===== src/rtl/cnn_seq_ctrl.sv =====
// Sequencer for a 5x5-image, 3x3-conv, 9->10 fully-connected CNN with argmax output.
// Optional macro CNN_SEQ_RESTART_EN: START while busy (outside FIN) restarts the run.
module cnn_seq_ctrl (
  input  logic               CLK,
  input  logic               nRST,
  input  logic               START,
  input  logic               MAC_STALL,
  input  logic signed [19:0] ACC_IN,
  output logic               MAC_EN,
  output logic               MAC_CLR,
  output logic [4:0]         PIX_IDX,
  output logic [3:0]         FM_RADDR,
  output logic [6:0]         WGT_IDX,
  output logic               FM_WE,
  output logic [3:0]         FM_WADDR,
  output logic               BUSY,
  output logic               DONE,
  output logic [3:0]         OUT
);

  typedef enum logic [2:0] {IDLE, CONV, CONV_WB, FC, FC_CMP, FIN} state_t;

  state_t             r_state, w_nxt;
  logic [1:0]         r_row, r_col, r_ky, r_kx, w_row, w_col, w_ky, w_kx;
  logic [3:0]         r_f, r_k, w_f, w_k;
  logic signed [19:0] r_best, w_best;
  logic [3:0]         r_best_idx, w_best_idx;
  logic               w_launch;
  logic               r_tap_en, r_tap_clr, r_fm_we, r_busy, r_done;
  logic [4:0]         r_pix_idx;
  logic [3:0]         r_fm_raddr, r_fm_waddr, r_out;
  logic [6:0]         r_wgt_idx;

`ifdef CNN_SEQ_RESTART_EN
  assign w_launch = START && (r_state != FIN);
`else
  assign w_launch = START && (r_state == IDLE);
`endif

  always_comb begin
    w_nxt      = r_state;
    w_row      = r_row;
    w_col      = r_col;
    w_ky       = r_ky;
    w_kx       = r_kx;
    w_f        = r_f;
    w_k        = r_k;
    w_best     = r_best;
    w_best_idx = r_best_idx;
    case (r_state)
      CONV: if (!MAC_STALL) begin
        if (r_kx == 2'd2) begin
          w_kx = 2'd0;
          if (r_ky == 2'd2) begin
            w_ky  = 2'd0;
            w_nxt = CONV_WB;
          end else w_ky = r_ky + 2'd1;
        end else w_kx = r_kx + 2'd1;
      end
      CONV_WB: begin
        w_nxt = CONV;
        if (r_col == 2'd2) begin
          w_col = 2'd0;
          if (r_row == 2'd2) begin
            w_row = 2'd0;
            w_nxt = FC;
          end else w_row = r_row + 2'd1;
        end else w_col = r_col + 2'd1;
      end
      FC: if (!MAC_STALL) begin
        if (r_f == 4'd8) begin
          w_f   = 4'd0;
          w_nxt = FC_CMP;
        end else w_f = r_f + 4'd1;
      end
      FC_CMP: begin
        // Strict greater-than keeps the lower class index on ties.
        if (r_k == 4'd0 || ACC_IN > r_best) begin
          w_best     = ACC_IN;
          w_best_idx = r_k;
        end
        if (r_k == 4'd9) w_nxt = FIN;
        else begin
          w_k   = r_k + 4'd1;
          w_nxt = FC;
        end
      end
      FIN:     w_nxt = IDLE;
      default: w_nxt = IDLE;
    endcase
    if (w_launch) begin
      w_nxt      = CONV;
      w_row      = 2'd0;
      w_col      = 2'd0;
      w_ky       = 2'd0;
      w_kx       = 2'd0;
      w_f        = 4'd0;
      w_k        = 4'd0;
      w_best     = 20'sd0;
      w_best_idx = 4'd0;
    end
  end

  // Outputs are registered from the next state so they line up with the state they describe.
  always_ff @(posedge CLK or negedge nRST) begin
    if (!nRST) begin
      r_state    <= IDLE;
      r_row      <= 2'd0;
      r_col      <= 2'd0;
      r_ky       <= 2'd0;
      r_kx       <= 2'd0;
      r_f        <= 4'd0;
      r_k        <= 4'd0;
      r_best     <= 20'sd0;
      r_best_idx <= 4'd0;
      r_tap_en   <= 1'b0;
      r_tap_clr  <= 1'b0;
      r_fm_we    <= 1'b0;
      r_busy     <= 1'b0;
      r_done     <= 1'b0;
      r_pix_idx  <= 5'd0;
      r_fm_raddr <= 4'd0;
      r_fm_waddr <= 4'd0;
      r_wgt_idx  <= 7'd0;
      r_out      <= 4'd0;
    end else begin
      r_state    <= w_nxt;
      r_row      <= w_row;
      r_col      <= w_col;
      r_ky       <= w_ky;
      r_kx       <= w_kx;
      r_f        <= w_f;
      r_k        <= w_k;
      r_best     <= w_best;
      r_best_idx <= w_best_idx;
      r_tap_en   <= (w_nxt == CONV) || (w_nxt == FC);
      r_tap_clr  <= ((w_nxt == CONV) && (w_ky == 2'd0) && (w_kx == 2'd0)) ||
                    ((w_nxt == FC) && (w_f == 4'd0));
      r_fm_we    <= (w_nxt == CONV_WB);
      r_busy     <= (w_nxt != IDLE);
      r_done     <= (w_nxt == FIN);
      if (w_nxt == CONV) begin
        r_pix_idx <= ({3'b0, w_row} + {3'b0, w_ky}) * 5'd5 + {3'b0, w_col} + {3'b0, w_kx};
        r_wgt_idx <= {5'b0, w_ky} * 7'd3 + {5'b0, w_kx};
      end
      if (w_nxt == FC) begin
        r_fm_raddr <= w_f;
        r_wgt_idx  <= 7'd9 + {3'b0, w_k} * 7'd9 + {3'b0, w_f};
      end
      if (w_nxt == CONV_WB) r_fm_waddr <= {2'b0, w_row} * 4'd3 + {2'b0, w_col};
      if (w_nxt == FIN) r_out <= w_best_idx;
    end
  end

  // A stalled tap is not accepted, so the strobes drop in the same cycle.
  assign MAC_EN   = r_tap_en & ~MAC_STALL;
  assign MAC_CLR  = r_tap_clr & ~MAC_STALL;
  assign PIX_IDX  = r_pix_idx;
  assign FM_RADDR = r_fm_raddr;
  assign WGT_IDX  = r_wgt_idx;
  assign FM_WE    = r_fm_we;
  assign FM_WADDR = r_fm_waddr;
  assign BUSY     = r_busy;
  assign DONE     = r_done;
  assign OUT      = r_out;

endmodule


===== config.mk =====
export PLATFORM = sky130hd
export DESIGN_NAME = cnn_seq_ctrl
export DESIGN_NICKNAME = d
export VERILOG_FILES = /design/src/rtl/cnn_seq_ctrl.sv
export SDC_FILE = /design/constraint.sdc
export NUM_CORES = 1
export LEC_CHECK = 0
export BUFFER_PORTS_ARGS = -buffer_cell sky130_fd_sc_hd__buf_2
export CAP_MARGIN = 20
export CELL_PAD_IN_SITES_DETAIL_PLACEMENT = 0
export CELL_PAD_IN_SITES_GLOBAL_PLACEMENT = 1
export CORE_MARGIN = 1
export CORE_UTILIZATION = 50
export CTS_CLUSTER_DIAMETER = 60
export CTS_CLUSTER_SIZE = 10
export DETAILED_ROUTE_END_ITERATION = 6
export GPL_ROUTABILITY_DRIVEN = 0
export PLACE_DENSITY_LB_ADDON = 0.1
export SLEW_MARGIN = 40
export SYNTH_ARGS = -nofsm -noshare
export SYNTH_HDL_FRONTEND = slang
export SYNTH_SLANG_ARGS = --single-unit

===== constraint.sdc =====
create_clock -name CLK -period 7.7 [get_ports CLK]
set_input_delay 1.155 -clock CLK [delete_from_list [all_inputs] [get_ports CLK]]
set_output_delay 1.155 -clock CLK [all_outputs]
set_load 0.05 [all_outputs]

==> impl_metrics.json <==
{
  "status": "completed",
  "layout_common_cells": "dfrtp_1, buf_2, inv_1",
  "path_delay_family": "adder cells",
  "die_w_um": 96.4,
  "cts_buffer_depth": 2,
  "cts_resized": 0,
  "post-cts-setup-buffers": 0,
  "synth_top_area_cell": "dfrtp_1",
  "slew_headroom_pct": 47.1,
  "drv_slew": 0,
  "setup_viol": 0,
  "first_pass_iters": 4,
  "crit_slowest_cell": "or4b_4",
  "synth_area_um2": 4460,
  "dpl.hpwl_mm": 6.27,
  "grt_pass1_vias": 3139,
  "ys_seq_elements": 72,
  "p_per_area_nw_per_um2": 311,
  "period_share_pct": 59.4,
  "synth_area_leaders": "dfrtp_1, ha_1, mux2_2, fa_1, inv_1",
  "nNetsFinal": 576,
  "clk_pin_slew_worst_paths_ps": 70,
  "vdd_ir_drop_max_uv": 272,
  "path_cells": "buf_2 > or4b_4 > or3_4 > mux2_2 > nand2_1 > inv_1 > ha_1 > inv_1 > fa_1 > inv_1 > fa_1 > fa_1 > a21oi_1 > nor2b_1 > xnor2_1 > a21oi_1",
  "async_flop_share_pct": 100,
  "antenna_found_initial": 0,
  "yosys.cell_types.count": 54,
  "crit_buf_inv": 4,
  "pre_cts_ws_ps": 2720,
  "final_common_cell": "dfrtp_1",
  "die-area_um2": 9300,
  "finalHoldViolations": 0,
  "grt_pass1_wl_mm": 14.6,
  "die_y_um": 96.4,
  "rsz0062_at_grt": "no",
  "synthCells": 433,
  "tns_ps": 0,
  "rows": 34,
  "initial_utilization_pct": 51.4,
  "drive_above_1_share_pct": 21.7,
  "htree_levels": 3,
  "synth_edf_count": 0,
  "syn-num-nets": 517,
  "clockRootBuffer": "clkbuf_8",
  "grt_start_max_net_pins": 73,
  "antenna_cells": 0,
  "insertion_delay_ps": 350,
  "drt_wl_total_mm": 8.45,
  "worstMarginPinSlew_ps": 788,
  "vias": 3127,
  "ant_nets": 0,
  "end_kind": "flop",
  "syn_area_per_cell_um2": 10.3,
  "yosysWarnings": 0,
  "area_delta_synth_final_pct": 12.6,
  "coreArea_um2": 8680,
  "clock.fmax_ghz": 0.219,
  "drc": 0,
  "cp_max_fo": 9,
  "worstSetupPathType": "in2reg",
  "grt-ovfl-total": 0,
  "maxCapViolCount": 0,
  "port_buffers": 52,
  "cts_hold_buf": 0,
  "setup_slack_ps": 3130,
  "drt-initial-drc-count": 142,
  "fin_skew_ps": 5.92,
  "max_stage_delay_ps": 520,
  "synth_top_area_share_pct": 40.4,
  "ys.flop_type": "dfrtp_1",
  "pin_count": 53,
  "cts_buffers": 9,
  "p_leak_nw": 2.66,
  "power_mw": 1.56,
  "grt_usage_pct": 20.9,
  "post-route-min-period_ps": 4570,
  "viasPerCell": 5.17,
  "arrival_ps": 4850,
  "min_path_type": "reg2reg",
  "yosysSeqAreaShare_pct": 40.4,
  "cts_sinks": 72,
  "critPathLaunchType": "input pin",
  "wl_per_cell_um": 14.0,
  "worstPathRequired_ps": 7980,
  "cts_tree": "yes"
}
-- worst paths after layout --
| kind | start | endpoint | slack, ps | depth (start not counted) |
|---|---|---|---|---|
| setup / recovery | MAC_STALL | PIX_IDX[4] | 3130 | 16 |
| hold / removal | FM_WADDR[3] | FM_WADDR[3] | 470 | 2 |
| setup reg to reg | r_state[1] | PIX_IDX[4] | 3540 | 15 |
| hold reg to reg | FM_WADDR[3] | FM_WADDR[3] | 470 | 2 |
| max in group asynchronous | nRST | r_f[0] | 6330 | 2 |
| min in group asynchronous | nRST | r_best[8] | 890 | 2 |
-- tightest hold or removal path: cells and delay by family (launching register included) --
family           cells  cell delay [ps]
AO/OA/AOI/OAI        1               50
AND/OR/NAND/NOR      1               40
flip-flops           1              340
-- where the power goes --
part | switching, mW | internal [mW]
Clock | 0.137 | 0.148
Combinational | 0.453 | 0.308
Sequential | 0.0504 | 0.467
Total | 0.640 | 0.924
-- synthesized netlist by cell type, drive strengths merged (2+ instances only) --
cell type,n
o31ai,2
nand2,37
nor3,6
xnor2,9
nor2b,7
and2,2
xor2,2
nor2,40
and3,3
ha,49
dfrtp,72
mux2i,8
or3,3
a21boi,2
a21oi,22
nand2b,3
fa,11
nand4b,2
nand3b,2
nand4,7
buf,5
inv,51
nor3b,4
nand3,5
o21bai,3
a31oi,2
a211o,2
o21a,3
clkbuf,6
o22ai,3
mux2,26
a21o,6
o21ai,12
o22a,2
-- metal layers --
metal / global-route usage, % / part of all wire, %
met5: 0 / 0
met4: 8.95 / 1.7
met2: 35.9 / 49
met3: 3.60 / 3.2
met1: 26.0 / 46
-- cell families after synthesis --
group,count (synthesis),synth area share [%]
AOI/OAI and AO/OA,67,9.79
xor gates and xnor gates,11,2.16
adders and majority gates,60,18.7
buffers and inverters,63,6.43
DFF,72,40.4
muxes,34,8.36
and+or+nand+nor,126,14.2
-- cell type report --
| type | instances | area [um2] |
|---|---|---|
| Clock inverter | 4 | 45.0 |
| Multi-Input combinational cell | 298 | 2380 |
| Tap cell | 108 | 135 |
| Inverter | 52 | 208 |
| Fill cell | 781 | 3660 |
| Timing Repair Buffer | 59 | 320 |
| Sequential cell | 72 | 1800 |
| Clock buffer | 12 | 135 |
-- registers in the layout, indices dropped and copies added (netlist names), 2 cells and up --
name and cells:
FM_RADDR 4, FM_WADDR 4, OUT 4, PIX_IDX 5
WGT_IDX 7, r_best 20, r_best_idx 4, r_col 2
r_f 4, r_k 4, r_kx 2, r_ky 2
r_row 2, r_state 3
-- per-stage QoR --
step / cell area [um2] / util (%) / cells / hold WS, ps
floorplan: 4460 / - / 433 / 488
finish: 5020 / 57.9 / 605 / 471
CTS: 5020 / 57.9 / 605 / 483
global placement: 4820 / 55.5 / 587 / 458
detailed placement: 4840 / 55.8 / 589 / 465
global route: 5020 / 57.9 / 605 / 533
Note: power is estimated with default switching activity, not from simulation.
